==> config.mk <==
export PLATFORM = sky130hd
export DESIGN_NAME = pipeline_hazard_controller
export DESIGN_NICKNAME = d
export VERILOG_FILES = /design/src/rtl/pipeline_hazard_controller_pkg.sv /design/src/rtl/pipeline_hazard_controller_hazard_detect.sv /design/src/rtl/pipeline_hazard_controller.sv
export SDC_FILE = /design/constraint.sdc
export NUM_CORES = 1
export LEC_CHECK = 0
export CORE_AREA = 5 5 76 78
export DETAILED_ROUTE_END_ITERATION = 8
export DIE_AREA = 0 0 81 83
export GPL_TIMING_DRIVEN = 0
export SETUP_SLACK_MARGIN = 0.15
export SLEW_MARGIN = 25
export SYNTH_ARGS = -nofsm -noshare
export SYNTH_HDL_FRONTEND = slang
export SYNTH_HIERARCHICAL = 1
export SYNTH_SLANG_ARGS = --single-unit
==> constraint.sdc <==
create_clock -name clk -period 1.96 [get_ports clk]
set_input_delay 0.196 -clock clk [delete_from_list [all_inputs] [get_ports clk]]
set_output_delay 0.196 -clock clk [all_outputs]
set_load 0.02 [all_outputs]
==> src/rtl/pipeline_hazard_controller_pkg.sv <==
// Shared definitions for the pipeline hazard controller: FSM states and
// register-file geometry constants.
package pipeline_hazard_controller_pkg;

  typedef enum logic [1:0] {
    RUN      = 2'd0,
    MEM_WAIT = 2'd1,
    FAULT    = 2'd2
  } hz_state_e;

  localparam int REG_W_DEF = 4;
  // PC is architecturally r15 but is compared like any other register.
  localparam int PC_REG    = 15;

endpackage

==> src/rtl/pipeline_hazard_controller_hazard_detect.sv <==
// Combinational load-use comparator: a load in EX whose destination is a
// source actually read by the instruction in ID.
module hazard_detect
  import pipeline_hazard_controller_pkg::*;
#(
  parameter int REG_W = REG_W_DEF
) (
  input  logic [REG_W-1:0] id_rn,
  input  logic [REG_W-1:0] id_rm,
  input  logic             id_uses_rn,
  input  logic             id_uses_rm,
  input  logic             ex_mem_read,
  input  logic [REG_W-1:0] ex_rd,
  output logic             load_use
);

  logic rn_hit;
  logic rm_hit;

  always_comb begin
    rn_hit   = id_uses_rn && (id_rn == ex_rd);
    rm_hit   = id_uses_rm && (id_rm == ex_rd);
    load_use = ex_mem_read && (rn_hit || rm_hit);
  end

endmodule

==> src/rtl/pipeline_hazard_controller.sv <==
// Stall/flush sequencer for the five-stage pipeline: memory wait handling,
// taken-branch flush and load-use interlock, plus a saturating stall counter.
module pipeline_hazard_controller
  import pipeline_hazard_controller_pkg::*;
#(
  parameter int MEM_TIMEOUT = 15,
  parameter int REG_W       = REG_W_DEF
) (
  input  logic             clk,
  input  logic             reset,
  input  logic [REG_W-1:0] id_rn,
  input  logic [REG_W-1:0] id_rm,
  input  logic             id_uses_rn,
  input  logic             id_uses_rm,
  input  logic             ex_mem_read,
  input  logic [REG_W-1:0] ex_rd,
  input  logic             ex_branch_taken,
  input  logic             mem_access,
  input  logic             mem_ready,
  output logic             mem_req,
  output logic             if_en,
  output logic             id_en,
  output logic             ex_en,
  output logic             mem_en,
  output logic             wb_en,
  output logic             id_flush,
  output logic             ex_flush,
  output logic             mem_fault,
  output logic [15:0]      stall_cycles
);

  hz_state_e   state_q, state_d;
  logic [7:0]  wait_cnt_q, wait_cnt_d;
  logic [15:0] stall_q, stall_d;
  logic        load_use;
  logic        pipe_go;

  hazard_detect #(.REG_W(REG_W)) u_hazard_detect (
    .id_rn       (id_rn),
    .id_rm       (id_rm),
    .id_uses_rn  (id_uses_rn),
    .id_uses_rm  (id_uses_rm),
    .ex_mem_read (ex_mem_read),
    .ex_rd       (ex_rd),
    .load_use    (load_use)
  );

  always_comb begin
    state_d    = state_q;
    wait_cnt_d = wait_cnt_q;
    pipe_go    = 1'b0;
    mem_req    = 1'b0;
    if_en      = 1'b0;
    id_en      = 1'b0;
    ex_en      = 1'b0;
    mem_en     = 1'b0;
    wb_en      = 1'b0;
    id_flush   = 1'b0;
    ex_flush   = 1'b0;
    mem_fault  = 1'b0;

    case (state_q)
      RUN: begin
        if (mem_access) begin
          mem_req = 1'b1;
          if (mem_ready) pipe_go = 1'b1;
          else           state_d = MEM_WAIT;
        end else begin
          pipe_go = 1'b1;
        end
      end
      MEM_WAIT: begin
        mem_req    = 1'b1;
        wait_cnt_d = wait_cnt_q + 8'd1;
        if (mem_ready) begin
          pipe_go    = 1'b1;
          state_d    = RUN;
          wait_cnt_d = 8'd0;
        end else if (wait_cnt_d == 8'(MEM_TIMEOUT)) begin
          state_d = FAULT;
        end
      end
      FAULT: begin
        mem_fault = 1'b1;
      end
      default: begin
        state_d    = RUN;
        wait_cnt_d = 8'd0;
      end
    endcase

    // Memory rule satisfied: the branch and load-use rules decide this cycle.
    if (pipe_go) begin
      if (ex_branch_taken) begin
        {if_en, id_en, ex_en, mem_en, wb_en} = 5'b11111;
        id_flush = 1'b1;
        ex_flush = 1'b1;
      end else if (load_use) begin
        {if_en, id_en, ex_en, mem_en, wb_en} = 5'b00111;
        ex_flush = 1'b1;
      end else begin
        {if_en, id_en, ex_en, mem_en, wb_en} = 5'b11111;
      end
    end

    if (reset) begin
      state_d    = RUN;
      wait_cnt_d = 8'd0;
      mem_req    = 1'b0;
      {if_en, id_en, ex_en, mem_en, wb_en} = 5'b00000;
      id_flush   = 1'b1;
      ex_flush   = 1'b1;
      mem_fault  = 1'b0;
    end
  end

  always_comb begin
    stall_d = stall_q;
    if (reset)                              stall_d = 16'd0;
    else if (!if_en && stall_q != 16'hFFFF) stall_d = stall_q + 16'd1;
    stall_cycles = reset ? 16'd0 : stall_q;
  end

  always_ff @(posedge clk) begin
    state_q    <= state_d;
    wait_cnt_q <= wait_cnt_d;
    stall_q    <= stall_d;
  end

endmodule

==> run metrics, run 1 <==
Post-Synthesis Cell Area 1687 um^2; first-pass iteration count of the detailed router 4; Hold Crit Start mem_ready; HPWL Detailed 3200 um; WHS Endpoint state_q[0]; internal power 812.4 uW; register area share after synthesis 30.86%; Post-route DRC 0; synthesized flop and latch total 26; Worst-path clk slew 0.09 ns; reg2reg path depth 5; Final Hold Violating Endpoints 0; Total Routing Usage GR 13.28%; diode count 0; beginning of the critical path mem_access; count of final max-slew check failures 0; maxcap violations 0; status finished clean; Post-Syn Instances 198; number of global-route vias before repair 1625; Fin Clk Skew 0.008324 ns; max_slew headroom 64.25%; Final Wtd Congestion 0.7745; Die Ht 83 um; Critical Path End Type flop; worst vdd ir 0.2927 mV; largest net degree at the start of global routing 15; Synth cell types 49; minimum clock period 1.842 ns; first-pass GRT wire length 7369 um; crit path launch type input port; initial antenna violation count 0; Post-Syn Area per Cell 8.518 um^2; setup repair after global routing missed its margin true; DRT iter0 DRCs 48; arrival time worst endpoint 2.00 ns; final core occ 49.60%; CTS root buf clkbuf_8; fin nets 281; # rows 26; post-synth top area share 30.86%; Num Clock Sinks 26; Synth Net Count 221; critical path cell sequence clkdlybuf4s50_1, o21ba_4, buf_4, o31ai_4, nor4_2, mux2_1; Top delay family on crit path compound AO/OA/AOI/OAI gates; slowest CP cell o31ai_4; R2R Setup Slk 0.14 ns; core box area 5010 um^2; drt wl/cell 13.81 um; die width 81 um; final setup violation count 0; CTS tree yes; Net Sw Power 289.3 uW; Synth area leaders dfxtp_1 (31%), nor2_1 (5.1%), xor2_1 (4.2%), nor2b_1 (4.1%), mux2_2 (3.3%); fraction of layout cells with a size suffix above 1 32.68%; Vias/cell 5.012; Req. time, crit path 2.12 ns; clock buffer count from CTS 3; Combinational Power Share 18.3%; R2R Path End stall_q[9]; Finished Cell Area 2485 um^2; Vias 1639; ANT nets after route 0; H-tree depth 1; grt total ovfl 0; Clock power frac 32.7%; Buf+Inv Stages, Crit Path 2; fin crit share 93.99%; # IOs 45; WHS Path Cells 2; final WL 4517 um; asr flop ratio synth 0%; later-pin clock latency in the skew report 0.28 ns; Area Growth Syn to Fin 47.33%; die footprint 6723 um^2; Total Power 1.102 mW; IO buf count 44; Net Sw Frac 26.26%; Slowest Stage Delay on Critical Path 0.52 ns; PwrDens 443.4 nW/um^2; cell depth of the worst setup path 6; Worst Hold Class input port to flop; Synth Flop Type dfxtp_1; hold_ws 0.3249 ns; fmax 0.5428 GHz; kind of critical path input port to flop; Area after DPL 2221 um^2; yosys warns 6; Sequential Power Share 49.0%; leak pwr 1.011 nW; Least-Margin Pin Slew 0.5363 ns; Post-synth EDFFs 0; Initial Util 33.67%; CP max FO 8; area leader, netlist dfxtp_1; reg-to-reg startpoint state_q[0]; Longest Clk Path Bufs 2; Post-Route Setup TNS 0 ns
==> registers in the layout, summed over array words and instances (netlist names) <==
register and flops:
stall_q 16, wait_cnt_q 8, state_q 2
==> cells by family (layout without fill, tap and decap cells) <==
family	after synthesis	after routing	share of synthesized area [%]
and+or+nand+nor	96	96	33.09
AOI/OAI and AO/OA	37	37	16.99
muxes	10	10	6.898
DFF	26	26	30.86
buffers and inverters	16	75	4.748
adders and majority gates	3	3	2.226
xor gates and xnor gates	10	10	5.193
==> layout make-up <==
cell class	count	area, um^2
multi-input combinational	156	1229
clock buffer	4	55.05
fill	501	2525
tap	70	87.58
inverter	5	18.77
sequential	26	531.8
timing repair buffer	55	496.7
buffer	11	66.31
==> layer usage <==
layer,track usage (%),vias to the layer above,part of all wire [%]
met4,3.533,0,0.95
met5,0,-,0
met1,16.31,774,44
li1,-,832,-
met2,22.93,29,51
met3,2.922,4,4.1
==> cell usage after synthesis (2+ instances only) <==
library cell / count
a21oi_1: 11
and3_1: 4
nor2_1: 23
and2b_1: 5
mux2_1: 4
mux2_2: 5
a21o_1: 2
ha_1: 3
dfxtp_1: 26
buf_4: 5
inv_1: 5
nor3b_1: 4
nand3_1: 6
nand2_1: 10
nor4_1: 5
nor2b_1: 11
nand3b_1: 2
a311oi_1: 2
nand4_1: 4
nor3_1: 7
clkbuf_1: 5
or3_1: 6
o31ai_1: 3
xnor2_1: 2
xor2_1: 8
o21ai_0: 7
==> worst max path at each step <==
stage,to,slack [ns]
after floorplan,stall_q[8],-0.03
after global placement,stall_cycles[1],-0.79
after detailed placement,if_en,-0.77
after CTS,stall_q[8],0.005
after global routing,stall_q[9],0.03
final,stall_q[9],0.12
==> power groups by stage <==
stage	combinational [mW]	clock, mW	sequential, mW
after global placement	0.188	0	0.553
after CTS	0.186	0.377	0.541
after detailed placement	0.189	0	0.553
after floorplan	0.0981	0	0.552
after global routing	0.217	0.399	0.542
final	0.201	0.361	0.540
==> placed cells by master, fill, tap and decap left out, drive strengths merged, types with 2 or more instances in the layout <==
cell           instances
buf                   27
dfxtp                 26
nor2                  23
dlygate4sd2           15
clkdlybuf4s50         12
clkbuf                12
nor2b                 11
a21oi                 11
nand2                 10
mux2                  10
o21ai                  8
xor2                   8
nor3                   7
nor4                   7
or3                    6
nand3                  6
inv                    5
and2b                  5
nand4                  5
and3                   4
nor3b                  4
o31ai                  4
ha                     3
clkdlybuf4s15          3
a21o                   2
a311oi                 2
nand3b                 2
or3b                   2
o41ai                  2
xnor2                  2
==> worst reg2reg max path, cell delays in order, from the launching register on <==
cell     delay, ns
dfxtp_1       0.33
o21ba_4       0.23
buf_4         0.16
o31ai_4       0.52
nor4_2        0.13
mux2_1        0.34
==> through the flow <==
stage / cells / setup slack [ns]
4_1_cts: 324 / 0.005498
3_3_place_gp: 312 / -0.7907
5_1_grt: 327 / 0.03405
2_1_floorplan: 198 / -0.02906
6_report: 327 / 0.1179
3_5_place_dp: 312 / -0.7675
==> repair_timing <==
item / in CTS / in global routing
setup endpoints to repair: 46 / 20
hold buffers: 0 / 0
buffers inserted: 8 / 3
resized for setup: 90 / 31
pin swaps: 17 / 19
Note: power is estimated with default switching activity, not from simulation.
==> run 2, diff against run 1 <==
--- a/config.mk
+++ b/config.mk
@@ -11,2 +11,3 @@
 export GPL_TIMING_DRIVEN = 0
+export HOLD_SLACK_MARGIN = 0.03
 export SETUP_SLACK_MARGIN = 0.15
==> constraint.sdc (replaced) <==
create_clock -name clk -period 1.96 [get_ports clk]
set_input_delay 0.392 -clock clk [delete_from_list [all_inputs] [get_ports clk]]
set_output_delay 0.392 -clock clk [all_outputs]
set_load 0.02 [all_outputs]
==> run metrics, run 2 (synthesis results as in run 1) <==
fraction of layout cells with a size suffix above 1 36.78% (+4.1 points); HPWL Detailed 3174 um (-0.83%); Area Growth Syn to Fin 49.63%; count of final max-slew check failures 0 (unchanged); diode count 0 (unchanged); Post-route DRC 0 (unchanged); Final Wtd Congestion 0.7634 (-1.4%); post-place setup slack -1.189 ns (-0.4213 ns); CTS root buf clkbuf_8; Vias/cell 5.030 (+0.36%); first-pass iteration count of the detailed router 4 (unchanged); Fin Clk Skew 0.006751 ns (-0.001573 ns); Worst Hold Class flop to flop; fmax 0.4809 GHz (-11%); failing checks negative setup slack; later-pin clock latency in the skew report 0.27 ns (about the same); Die Ht 83 um (unchanged); setup repair after global routing missed its margin true; Post-CTS Hold Buffers 0 (unchanged); die footprint 6723 um^2 (unchanged); largest net degree at the start of global routing 14 (-1); Total Routing Usage GR 13.79% (+0.51 points); die width 81 um (unchanged); clock buffer count from CTS 3 (unchanged); Critical Path End Type flop; Least-Margin Pin Slew 0.6181 ns (+0.08179 ns); crit path launch type input port; most frequent cells in the layout dfxtp_1 (26), nor2_1 (22), buf_2 (16); leak pwr 1.082 nW (+7.0%); Slowest Stage Delay on Critical Path 0.51 ns (about the same); first-pass GRT wire length 7610 um (+3.3%); IO buf count 44 (unchanged); Post-Route Setup TNS -0.7434 ns (-0.7434 ns); CTS tree yes; Buf+Inv Stages, Crit Path 1 (-1); commonest non-fill, non-tap cell in the layout dfxtp_1; Vias 1665 (+1.6%); core box area 5010 um^2 (unchanged); max_slew headroom 58.45% (-5.8 points); final setup violation count 14 (+14); minimum clock period 2.079 ns (+0.2372 ns); kind of critical path input port to flop; Layout fillers 511 (+2.0%); Longest Clk Path Bufs 2 (unchanged); number of global-route vias before repair 1650 (+1.5%); drt wl/cell 13.99 um (+1.3%); # rows 26 (unchanged); Final Hold Violating Endpoints 0 (unchanged); Top delay family on crit path simple AND/OR/NAND/NOR gates; DRT iter0 DRCs 40 (-17%); final WL 4631 um (+2.5%); Num Clock Sinks 26 (unchanged); maxcap violations 0 (unchanged); Finished Cell Area 2524 um^2 (+1.6%); Total Power 1.056 mW (-4.1%); CP max FO 3 (-5); PwrDens 418.5 nW/um^2 (-5.6%); # IOs 45 (unchanged); critical path cell sequence clkdlybuf4s15_1, xor2_1, o41ai_2, and2b_2, o311ai_4, or4b_4, mux2_4; slowest CP cell or4b_4; Worst Slack Setup Final -0.1193 ns (-0.2372 ns); Req. time, crit path 2.13 ns (about the same); grt total ovfl 0 (unchanged); H-tree depth 1 (unchanged); fin nets 286 (+1.8%); arrival time worst endpoint 2.25 ns (+0.25 ns); status finished, violations left; worst vdd ir 0.2821 mV (-3.6%); Initial Util 33.67% (unchanged); initial antenna violation count 0 (unchanged); ANT nets after route 0 (unchanged); Area after DPL 2230 um^2 (+0.39%); max reg flops 16 (unchanged); biggest regs stall_q x16, wait_cnt_q x8, state_q x2; fin crit share 106.1% (+12 points); Top reg by flops stall_q; Worst-path clk slew 0.09 ns (about the same)
==> run 2: layout make-up <==
class / instances / area (um^2) / share of cell area, %
clock buffers: 3 / 41.29 / 1.636
repair buffers: 60 / 508.0 / 20.13
inverters: 5 / 18.77 / 0.7437
plain buffers: 11 / 75.07 / 2.975
well taps: 70 / 87.58 / 3.471
multi-input cells: 156 / 1272 / 50.42
flip-flops and latches: 26 / 520.5 / 20.62
==> run 2: metrics by stage <==
step                      std cells  utilization [%]  hold slack (ns)
final                           331            50.37           0.4908
after global placement          312            44.51           0.4740
after floorplan                 198                -           0.4449
after detailed placement        312            44.51           0.4769
after global routing            331            50.37           0.5259
after CTS                       327            48.13           0.4935
==> run 2: power breakdown <==
part	total [mW]	switching, mW	internal [mW]	leakage (nW)
clock network	0.305	0.167	0.138	0.0216
logic	0.210	0.105	0.105	0.850
registers	0.541	0.00696	0.534	0.210
==> run 2: per-layer routing <==
layer / vias up / part of all wire (%) / track usage (%)
met5: - / 0 / 0
met4: 0 / 0.30 / 2.304
met3: 2 / 3.6 / 3.139
met2: 23 / 52 / 24.05
met1: 801 / 44 / 17.24
li1: 839 / - / -
==> run 2: worst paths after layout <==
kind	from	endpoint	slack (ns)	cells past startpoint
hold / removal	wait_cnt_q[7]	wait_cnt_q[7]	0.49	1
setup reg to reg	stall_q[7]	stall_q[8]	-0.01	4
setup / recovery	id_rm[3]	stall_q[8]	-0.12	7
hold reg to reg	wait_cnt_q[7]	wait_cnt_q[7]	0.49	1
==> run 2: repair_timing <==
| item | CTS | global route |
|---|---|---|
| setup endpoints to repair | 49 | 24 |
| hold endpoints to repair | 0 | 0 |
| resized for setup | 149 | 26 |
| pin swaps | 20 | 16 |
| buffers inserted | 12 | 4 |
==> run 3, diff against run 2 <==
- CTS_BUF_LIST: not set -> sky130_fd_sc_hd__clkbuf_8
- CTS_CLUSTER_DIAMETER: not set -> 40
- PLACE_DENSITY: not set -> 0.72
==> run metrics, run 3 (synthesis results as in run 1) <==
status finished, violations left; failing checks negative setup slack; fin nets 281 (-1.7%); post-place setup slack -1.173 ns (+0.01530 ns); initial antenna violation count 0 (unchanged); H-tree depth 1 (unchanged); drt wl/cell 13.21 um (-5.6%); CP max FO 3 (unchanged); CTS tree yes; Combinational Power Share 18.5% (-1.4 points); clock buffer count from CTS 3 (unchanged); # IOs 45 (unchanged); IO buf count 44 (unchanged); Initial Util 33.67% (unchanged); beginning of the critical path ex_rd[0]; Slowest Stage Delay on Critical Path 0.51 ns (about the same); slowest CP cell or4b_4; fmax 0.4919 GHz (+2.3%); fraction of layout cells with a size suffix above 1 33.07% (-3.7 points); internal power 817.4 uW (+5.2%); die width 81 um (unchanged); Post-CTS Hold Buffers 0 (unchanged); Req. time, crit path 2.13 ns (about the same); Buf+Inv Stages, Crit Path 1 (unchanged); Least-Margin Pin Slew 0.5332 ns (-0.08485 ns); final WL 4320 um (-6.7%); worst vdd ir 0.3437 mV (+22%); Total Routing Usage GR 13.15% (-0.63 points); Worst Hold Class flop to flop; most frequent cells in the layout dfxtp_1 (25), nor2_1 (22), dlygate4sd2_1 (16); core box area 5010 um^2 (unchanged); Net Sw Frac 25.51% (-0.93 points); Top delay family on crit path simple AND/OR/NAND/NOR gates; fin crit share 103.7% (-2.4 points); DRT iter0 DRCs 60 (+50%); Net Sw Power 279.9 uW (+0.25%); maxcap violations 0 (unchanged); Clock power frac 32.2% (+3.3 points); HPWL Detailed 3156 um (-0.54%); leak pwr 1.023 nW (-5.4%); CTS root buf clkbuf_8; first-pass iteration count of the detailed router 4 (unchanged); number of global-route vias before repair 1638 (-0.73%); Layout fillers 515 (+0.78%); Area Growth Syn to Fin 42.51%; Longest Clk Path Bufs 2 (unchanged); PwrDens 456.6 nW/um^2 (+9.1%); arrival time worst endpoint 2.20 ns (-0.05 ns); Hold Crit Start wait_cnt_q[7]; R2R Setup Slk 0.08 ns (+0.09 ns); largest net degree at the start of global routing 15 (+1); minimum clock period 2.033 ns (-0.04640 ns); Worst Slack Setup Final -0.07291 ns (+0.04640 ns); max_slew headroom 64.18% (+5.7 points); final setup violation count 6 (-8); diode count 0 (unchanged); count of final max-slew check failures 0 (unchanged); grt total ovfl 0 (unchanged); reg-to-reg startpoint stall_q[0]; Vias/cell 4.991 (-0.78%); setup repair after global routing missed its margin true; ANT nets after route 0 (unchanged); commonest non-fill, non-tap cell in the layout dfxtp_1; first-pass GRT wire length 7307 um (-4.0%); critical path cell sequence buf_2, xor2_1, o41ai_2, and2b_2, o311ai_4, or4b_4, mux2_4; die footprint 6723 um^2 (unchanged); max reg flops 16 (unchanged); # rows 26 (unchanged); Die Ht 83 um (unchanged); Final Hold Violating Endpoints 0 (unchanged); Sequential Power Share 49.3% (-2.0 points); kind of critical path input port to flop; Post-route DRC 0 (unchanged); biggest regs stall_q x16, wait_cnt_q x8, state_q x2; crit path launch type input port; WHS Path Cells 1 (unchanged); Final Wtd Congestion 0.8310 (+8.9%); final core occ 47.98% (-2.4 points); reg2reg path depth 5 (+1); Vias 1632 (-2.0%); Top reg by flops stall_q; Fin Clk Skew 0.007166 ns (+0.0004150 ns); later-pin clock latency in the skew report 0.27 ns (about the same); cell depth of the worst setup path 7 (unchanged); Worst-path clk slew 0.10 ns (about the same); Num Clock Sinks 26 (unchanged); Critical Path End Type flop
==> run 3: final timing paths <==
kind              endpoint
max             stall_q[8]
max reg2reg    stall_q[15]
min          wait_cnt_q[7]
min reg2reg  wait_cnt_q[7]
==> run 3: worst register-to-register path: cells and delay by family, from the launching register on <==
family        cells  cell delay [ns]
simple gates      3             0.75
flops             1             0.40
fa+ha+maj         1             0.31
mux               1             0.32
==> run 3: layout make-up <==
class / count / area, um^2 / area share [%]
tap: 70 / 87.58 / 3.644
buffer: 11 / 75.07 / 3.123
sequential: 26 / 521.8 / 21.71
clock buffer: 4 / 55.05 / 2.290
inverter: 5 / 18.77 / 0.7808
multi-input combinational: 156 / 1194 / 49.66
timing repair buffer: 55 / 451.7 / 18.79
==> run 3: power by group through the flow <==
stage	Combinational (mW)	Sequential (mW)	Clock, mW
after floorplan	0.0983	0.552	0
after global placement	0.185	0.553	0
after detailed placement	0.188	0.553	0
after CTS	0.199	0.541	0.363
after global routing	0.222	0.543	0.384
final	0.203	0.541	0.353
==> run 3: through the flow <==
step	total power, mW	instance area (um^2)	cells	setup TNS [ns]	hold slack, ns
floorplan	0.6500	1702	198	-0.3586	0.4449
global placement	0.7386	2230	312	-31.07	0.4681
detailed placement	0.7415	2230	312	-31.68	0.4668
CTS	1.103	2377	325	-0.6697	0.4841
global route	1.148	2404	327	-0.8630	0.5048
finish	1.097	2404	327	-0.1923	0.4859
==> run 3: repair_timing <==
action | 4_1_cts | 5_1_grt
pin swaps | 16 | 11
gates cloned | 0 | 0
endpoints found under the setup margin | 49 | 23
setup buffers | 9 | 2
resized for setup | 152 | 11
==> run 3: per-layer routing <==
| layer | track usage, % | share of wire [%] | up-vias | wire length [um] |
|---|---|---|---|---|
| met2 | 24.20 | 53 | 28 | 2271 |
| li1 | - | - | 840 | - |
| met1 | 15.73 | 43 | 762 | 1856 |
| met4 | 1.536 | 0.35 | 0 | 15 |
| met3 | 2.814 | 4.1 | 2 | 176 |
| met5 | 0 | 0 | - | 0 |
